<file path="config.mk">
export PLATFORM = sky130hd
export DESIGN_NAME = multicycle_alu
export DESIGN_NICKNAME = d
export VERILOG_FILES = /design/src/rtl/alu_pkg.sv /design/src/rtl/alu_slice_n.sv /design/src/rtl/multicycle_alu.sv
export SDC_FILE = /design/constraint.sdc
export NUM_CORES = 1
export LEC_CHECK = 0
export ABC_AREA = 1
export ABC_CLOCK_PERIOD_IN_PS = 4380
export BUFFER_PORTS_ARGS = -buffer_cell sky130_fd_sc_hd__buf_4
export CORE_ASPECT_RATIO = 1.4
export CORE_UTILIZATION = 58
export DETAILED_ROUTE_END_ITERATION = 8
export GPL_TIMING_DRIVEN = 0
export PLACE_DENSITY = 0.81
export SLEW_MARGIN = 20
export SYNTH_ARGS = -nofsm -noshare
export SYNTH_HDL_FRONTEND = slang
export SYNTH_SLANG_ARGS = --single-unit
export TNS_END_PERCENT = 50
</file>
<file path="constraint.sdc">
create_clock -name clk -period 4.38 [get_ports clk]
set_input_delay 0.438 -clock clk [delete_from_list [all_inputs] [get_ports clk]]
set_output_delay 0.438 -clock clk [all_outputs]
set_load 0.03 [all_outputs]
</file>
<file path="src/rtl/alu_pkg.sv">
// rtl/alu_pkg.sv - funct codes, FSM states and op decode shared by the multicycle ALU
package alu_pkg;

  localparam logic [5:0] FN_AND = 6'd36;
  localparam logic [5:0] FN_OR  = 6'd37;
  localparam logic [5:0] FN_NOR = 6'd39;
  localparam logic [5:0] FN_ADD = 6'd32;
  localparam logic [5:0] FN_SUB = 6'd34;
  localparam logic [5:0] FN_SLT = 6'd42;

  typedef enum logic [1:0] {IDLE, RUN, DONE} state_t;

  typedef enum logic [1:0] {OP_AND, OP_OR, OP_NOR, OP_ADD} op_t;

  // legal: funct recognised; invb: feed ~b and carry-in 1 (SUB/SLT);
  // arith: carry flag meaningful; ovf_en: overflow flag meaningful (ADD/SUB)
  typedef struct packed {
    logic legal;
    op_t  op;
    logic invb;
    logic slt;
    logic arith;
    logic ovf_en;
  } dec_t;

  function automatic dec_t decode(input logic [5:0] fn);
    dec_t d;
    d = '0;
    case (fn)
      FN_AND: begin d.legal = 1'b1; d.op = OP_AND; end
      FN_OR:  begin d.legal = 1'b1; d.op = OP_OR;  end
      FN_NOR: begin d.legal = 1'b1; d.op = OP_NOR; end
      FN_ADD: begin d.legal = 1'b1; d.op = OP_ADD; d.arith = 1'b1; d.ovf_en = 1'b1; end
      FN_SUB: begin
        d.legal = 1'b1; d.op = OP_ADD; d.invb = 1'b1; d.arith = 1'b1; d.ovf_en = 1'b1;
      end
      FN_SLT: begin
        d.legal = 1'b1; d.op = OP_ADD; d.invb = 1'b1; d.arith = 1'b1; d.slt = 1'b1;
      end
      default: d = '0;
    endcase
    return d;
  endfunction

endpackage

</file>
<file path="src/rtl/alu_slice_n.sv">
// rtl/alu_slice_n.sv - combinational SLICE_W-bit ALU slice with carry in/out
module alu_slice_n
  import alu_pkg::*;
#(
  parameter int SLICE_W = 8
) (
  input  logic [SLICE_W-1:0] a,
  input  logic [SLICE_W-1:0] b,
  input  logic               invb,
  input  logic               cin,
  input  op_t                op,
  output logic [SLICE_W-1:0] y,
  output logic               cout,
  output logic               cin_msb
);

  logic [SLICE_W-1:0] bx;
  logic [SLICE_W:0]   sum;

  assign bx   = invb ? ~b : b;
  assign sum  = {1'b0, a} + {1'b0, bx} + {{SLICE_W{1'b0}}, cin};
  assign cout = sum[SLICE_W];
  // sum bit = a ^ b ^ carry-in, so the carry into the top bit falls out directly
  assign cin_msb = sum[SLICE_W-1] ^ a[SLICE_W-1] ^ bx[SLICE_W-1];

  // Select logic or adder output for this slice
  always_comb begin
    y = sum[SLICE_W-1:0];
    case (op)
      OP_AND:  y = a & b;
      OP_OR:   y = a | b;
      OP_NOR:  y = ~(a | b);
      default: y = sum[SLICE_W-1:0];
    endcase
  end

endmodule

</file>
<file path="src/rtl/multicycle_alu.sv">
// rtl/multicycle_alu.sv - WIDTH-bit ALU iterating one SLICE_W slice per cycle
module multicycle_alu
  import alu_pkg::*;
#(
  parameter int WIDTH   = 32,
  parameter int SLICE_W = 8
) (
  input  logic             clk,
  input  logic             rst_n,
  input  logic             in_valid,
  output logic             in_ready,
  input  logic [5:0]       ctl,
  input  logic [WIDTH-1:0] a,
  input  logic [WIDTH-1:0] b,
  output logic             out_valid,
  input  logic             out_ready,
  output logic [WIDTH-1:0] result,
  output logic             zero,
  output logic             carry,
  output logic             overflow,
  output logic             err
);

  localparam int NSLICE = WIDTH / SLICE_W;
  localparam int CW     = (NSLICE > 1) ? $clog2(NSLICE) : 1;
  localparam logic [CW-1:0] LAST = CW'(NSLICE - 1);

  state_t             state, state_nx;
  logic [CW-1:0]      cnt;
  logic               creg;
  logic [WIDTH-1:0]   a_r, b_r, work, res_nx;
  dec_t               dec_r, dec_in;
  logic               last, ovf_nx;
  logic [SLICE_W-1:0] y;
  logic               cout, cin_msb;

  assign dec_in    = decode(ctl);
  assign in_ready  = (state == IDLE);
  assign out_valid = (state == DONE);
  assign last      = (cnt == LAST);
  assign ovf_nx    = cin_msb ^ cout;

  alu_slice_n #(.SLICE_W(SLICE_W)) u_slice (
    .a       (a_r[cnt*SLICE_W +: SLICE_W]),
    .b       (b_r[cnt*SLICE_W +: SLICE_W]),
    .invb    (dec_r.invb),
    .cin     (creg),
    .op      (dec_r.op),
    .y       (y),
    .cout    (cout),
    .cin_msb (cin_msb)
  );

  // Final result as it will look once the current slice is merged in
  always_comb begin
    res_nx = work;
    res_nx[cnt*SLICE_W +: SLICE_W] = y;
    if (dec_r.slt) res_nx = {{(WIDTH-1){1'b0}}, y[SLICE_W-1] ^ ovf_nx};
  end

  // FSM state register
  always_ff @(posedge clk or negedge rst_n) begin
    if (!rst_n) state <= IDLE;
    else        state <= state_nx;
  end

  // FSM next state: illegal funct skips RUN
  always_comb begin
    state_nx = state;
    case (state)
      IDLE:    if (in_valid) state_nx = dec_in.legal ? RUN : DONE;
      RUN:     if (last) state_nx = DONE;
      DONE:    if (out_ready) state_nx = IDLE;
      default: state_nx = IDLE;
    endcase
  end

  // Operand capture, slice iteration and result/flag publication
  always_ff @(posedge clk or negedge rst_n) begin
    if (!rst_n) begin
      a_r      <= '0;
      b_r      <= '0;
      dec_r    <= '0;
      cnt      <= '0;
      creg     <= 1'b0;
      work     <= '0;
      result   <= '0;
      zero     <= 1'b0;
      carry    <= 1'b0;
      overflow <= 1'b0;
      err      <= 1'b0;
    end else begin
      case (state)
        IDLE: if (in_valid) begin
          a_r   <= a;
          b_r   <= b;
          dec_r <= dec_in;
          cnt   <= '0;
          creg  <= dec_in.invb;
          if (!dec_in.legal) begin
            result   <= '0;
            zero     <= 1'b0;
            carry    <= 1'b0;
            overflow <= 1'b0;
            err      <= 1'b1;
          end
        end
        RUN: begin
          work[cnt*SLICE_W +: SLICE_W] <= y;
          creg <= cout;
          cnt  <= cnt + 1'b1;
          if (last) begin
            result   <= res_nx;
            zero     <= (res_nx == '0);
            carry    <= dec_r.arith & cout;
            overflow <= dec_r.ovf_en & ovf_nx;
            err      <= ~dec_r.legal;
          end
        end
        default: ;
      endcase
    end
  end

endmodule

</file>
==> impl_metrics.tcl <==
set metrics [dict create \
    status "completed" \
    synth_edf_count 0 \
    die_area_um2 13800 \
    nets 1276 \
    switchingPower_mw 2.98 \
    clk_latency_ns 0.43 \
    crit_fanout 12 \
    cts_max_level 4 \
    stdcell_count 1378 \
    timing_worst_setup_path_type "flip-flop to flip-flop" \
    relSlewSlack 0.588 \
    internal_power_mw 3.57 \
    die_x_um 99.5 \
    synth-warning-count 0 \
    finalHoldViolCount 0 \
    fin_setup_tns_ns 0 \
    crit_required_ns 4.68 \
    cp-end-kind "flip-flop" \
    row_count 49 \
    cts_sinks 144 \
    drv_cap 0 \
    power_density_nw_per_um2 698 \
    drtIter0Drc 426 \
    ant_nets 0 \
    timing.fmax_mhz 254 \
    cts-root-buf "clkbuf_16" \
    dp_cells 1345 \
    synthArstFlopShare 1.00 \
    wl_met3_um 1080 \
    area_delta_synth_final_pct 21.7 \
    synth_top_cell_area_share 0.467 \
    final_cell_mix "505 x nand2_1, 144 x dfrtp_1, 111 x buf_4" \
    slew_viol_final 0 \
    synthTopCellsByArea "dfrtp_1 47%, nand2_1 25%, nand3_1 4.5%" \
    initial_core_util 0.596 \
    setup_violations 0 \
    drc_errors 0 \
    drive_above_1_share 0.153 \
    synthFlopType "dfrtp_1" \
    grt_pass1_vias 7274 \
    antenna_cells 0 \
    gp_congestion 0.965 \
    first_pass_iters 5 \
    leakage_nw 4.99 \
    rsz0062_at_grt "false" \
    pwr-share-clk 0.216 \
    die_h_um 138 \
    fin_crit_ns 3.94 \
    grt_remaining_overflow 0 \
    io_buffers 111 \
    wl_met1_um 8050 \
    wl_per_cell_um 15.1 \
    synth.largest_area_cell "dfrtp_1" \
    p_comb_frac 0.479 \
    cts_tree "yes" \
    ir_drop_uv 415 \
    via_per_inst 5.43 \
    finalClockSkew_ns 0.0124 \
    grt_use_total 0.321 \
    post-cts-setup-buffers 0 \
    hold_class "input pin to flip-flop" \
    pwr-share-seq 0.305 \
    io-pin-count 112 \
    synthCells 1055 \
    grt_max_degree 74 \
    core_um2 12900 \
    finalCritPeriodShare 0.899 \
    startpoint_type "flip-flop" \
    cp.arrival_ns 4.24 \
    synth_area_per_cell_um2 7.31 \
    synth_seq_cells 144 \
    wl_met2_um 10600 \
    tightest_slew_ns 0.618 \
    n_fill_cell 1077 \
    grt_pass1_wl_um 34200 \
    synth.distinct_cells 37 \
    cts.reportedPaths.clkPinSlew_ns 0.07 \
    seq_area_frac_synth 0.467 \
    antenna_found_initial 0 \
    dp_hpwl_um 15600 \
    mappedNetlistArea_um2 7720 \
    vias 7486 \
    netSwitchingFraction 0.455 \
    wl_um 20800 \
    final_common_cell "nand2_1" \
    clk_path_buf_depth 2 \
    dr.max_layer_used "met4" \
    syn-num-nets 1144 \
    cts_buffers 17 \
]
-- power by group through the flow --
stage / registers [mW] / clock network [mW] / logic (mW)
2_1_floorplan: 1.99 / 0 / 2.26
3_3_place_gp: 1.99 / 0 / 3.02
3_5_place_dp: 2.01 / 0 / 3.09
4_1_cts: 1.99 / 1.42 / 3.12
5_1_grt: 2.05 / 1.48 / 3.56
6_report: 2.00 / 1.42 / 3.14
-- cell families (layout without fill, tap and decap cells) --
family | after synthesis | in the layout | share of synthesized area
AND/OR/NAND/NOR | 655 | 655 | 0.349
flip-flops | 144 | 144 | 0.467
buffers and inverters | 122 | 267 | 0.0668
AO/OA/AOI/OAI | 111 | 111 | 0.0816
adder cells (fa/ha/maj) | 15 | 15 | 0.0263
XOR/XNOR | 8 | 8 | 0.00908
-- worst paths after layout --
kind / end / start / slack (ns) / cells after the start
max in group asynchronous: a_r[23] / rst_n / 3.07 / 3
worst min register to register: err / dec_r[6] / 0.47 / 1
worst max register to register: zero / cnt[0] / 0.44 / 19
worst min-delay path: state[1] / out_ready / 0.19 / 2
min in group asynchronous: result[2] / rst_n / 0.56 / 2
worst max-delay path: zero / cnt[0] / 0.44 / 19
-- stage by stage --
step | setup WS, ns | area [um2] | utilization | power, mW | hold slack [ns]
after global placement | 0.668 | 8770 | 0.678 | 5.01 | 0.450
after global routing | 0.276 | 9390 | 0.726 | 7.09 | 0.190
after detailed placement | 0.665 | 8810 | 0.681 | 5.10 | 0.434
after floorplan | 1.30 | 7720 | - | 4.26 | 0.142
final | 0.441 | 9390 | 0.726 | 6.55 | 0.192
after CTS | 0.557 | 9390 | 0.726 | 6.53 | 0.191
-- timing repair --
action / 4_1_cts / 5_1_grt
gates resized for setup: 0 / 0
hold endpoints to repair: 38 / 0
endpoints found under the setup margin: 0 / 0
hold buffers: 1 / 0
-- state kept, by name, indices dropped and copies added, names as in the netlist --
signal	cells
result	32
creg	1
work	32
carry	1
b_r	32
zero	1
dec_r	7
a_r	32
cnt	2
state	2
overflow	1
err	1
-- cells in the mapped netlist, types with 3 or more instances --
| master | n |
|---|---|
| nor2_1 | 41 |
| xor2_1 | 8 |
| buf_1 | 6 |
| inv_1 | 70 |
| nand3_2 | 5 |
| dfrtp_1 | 144 |
| o22ai_1 | 5 |
| buf_2 | 11 |
| nand2_1 | 505 |
| nand4_1 | 19 |
| nand2_2 | 8 |
| o21ai_0 | 64 |
| buf_6 | 5 |
| ha_1 | 13 |
| a31oi_1 | 14 |
| a21oi_1 | 6 |
| inv_2 | 3 |
| o211ai_1 | 3 |
| a32o_1 | 5 |
| clkbuf_1 | 23 |
| o21ai_1 | 9 |
| nand3_1 | 69 |
-- metal layers --
metal	global-route usage	vias up
li1	-	3639
met1	0.364	3488
met2	0.567	293
met3	0.0521	66
met4	0.179	0
met5	0	-
-- layout make-up --
type | instances | area, um2 | area share
Timing Repair Buffer | 113 | 878 | 0.0936
Clock buffer | 18 | 439 | 0.0468
Multi-Input combinational cell | 789 | 3600 | 0.383
Tap cell | 178 | 223 | 0.0237
Inverter | 76 | 288 | 0.0307
Buffer | 46 | 228 | 0.0243
Sequential cell | 144 | 3600 | 0.384
Clock inverter | 14 | 133 | 0.0141
-- critical path: stages (launching register included) --
cell,delay [ns]
dfrtp_1,0.43
buf_6,0.16
inv_4,0.09
buf_6,0.18
nand2_1,0.07
nand3_1,0.08
nand2_2,0.09
xor2_1,0.16
fa_1,0.47
fa_1,0.41
inv_1,0.11
nor2_1,0.04
o21ai_0,0.36
nand4_1,0.36
o21ai_0,0.39
nand2_1,0.12
nand2_1,0.08
nor2_1,0.05
nand4_1,0.10
o21bai_2,0.06
No activity file was read; power rests on OpenSTA's default activity.
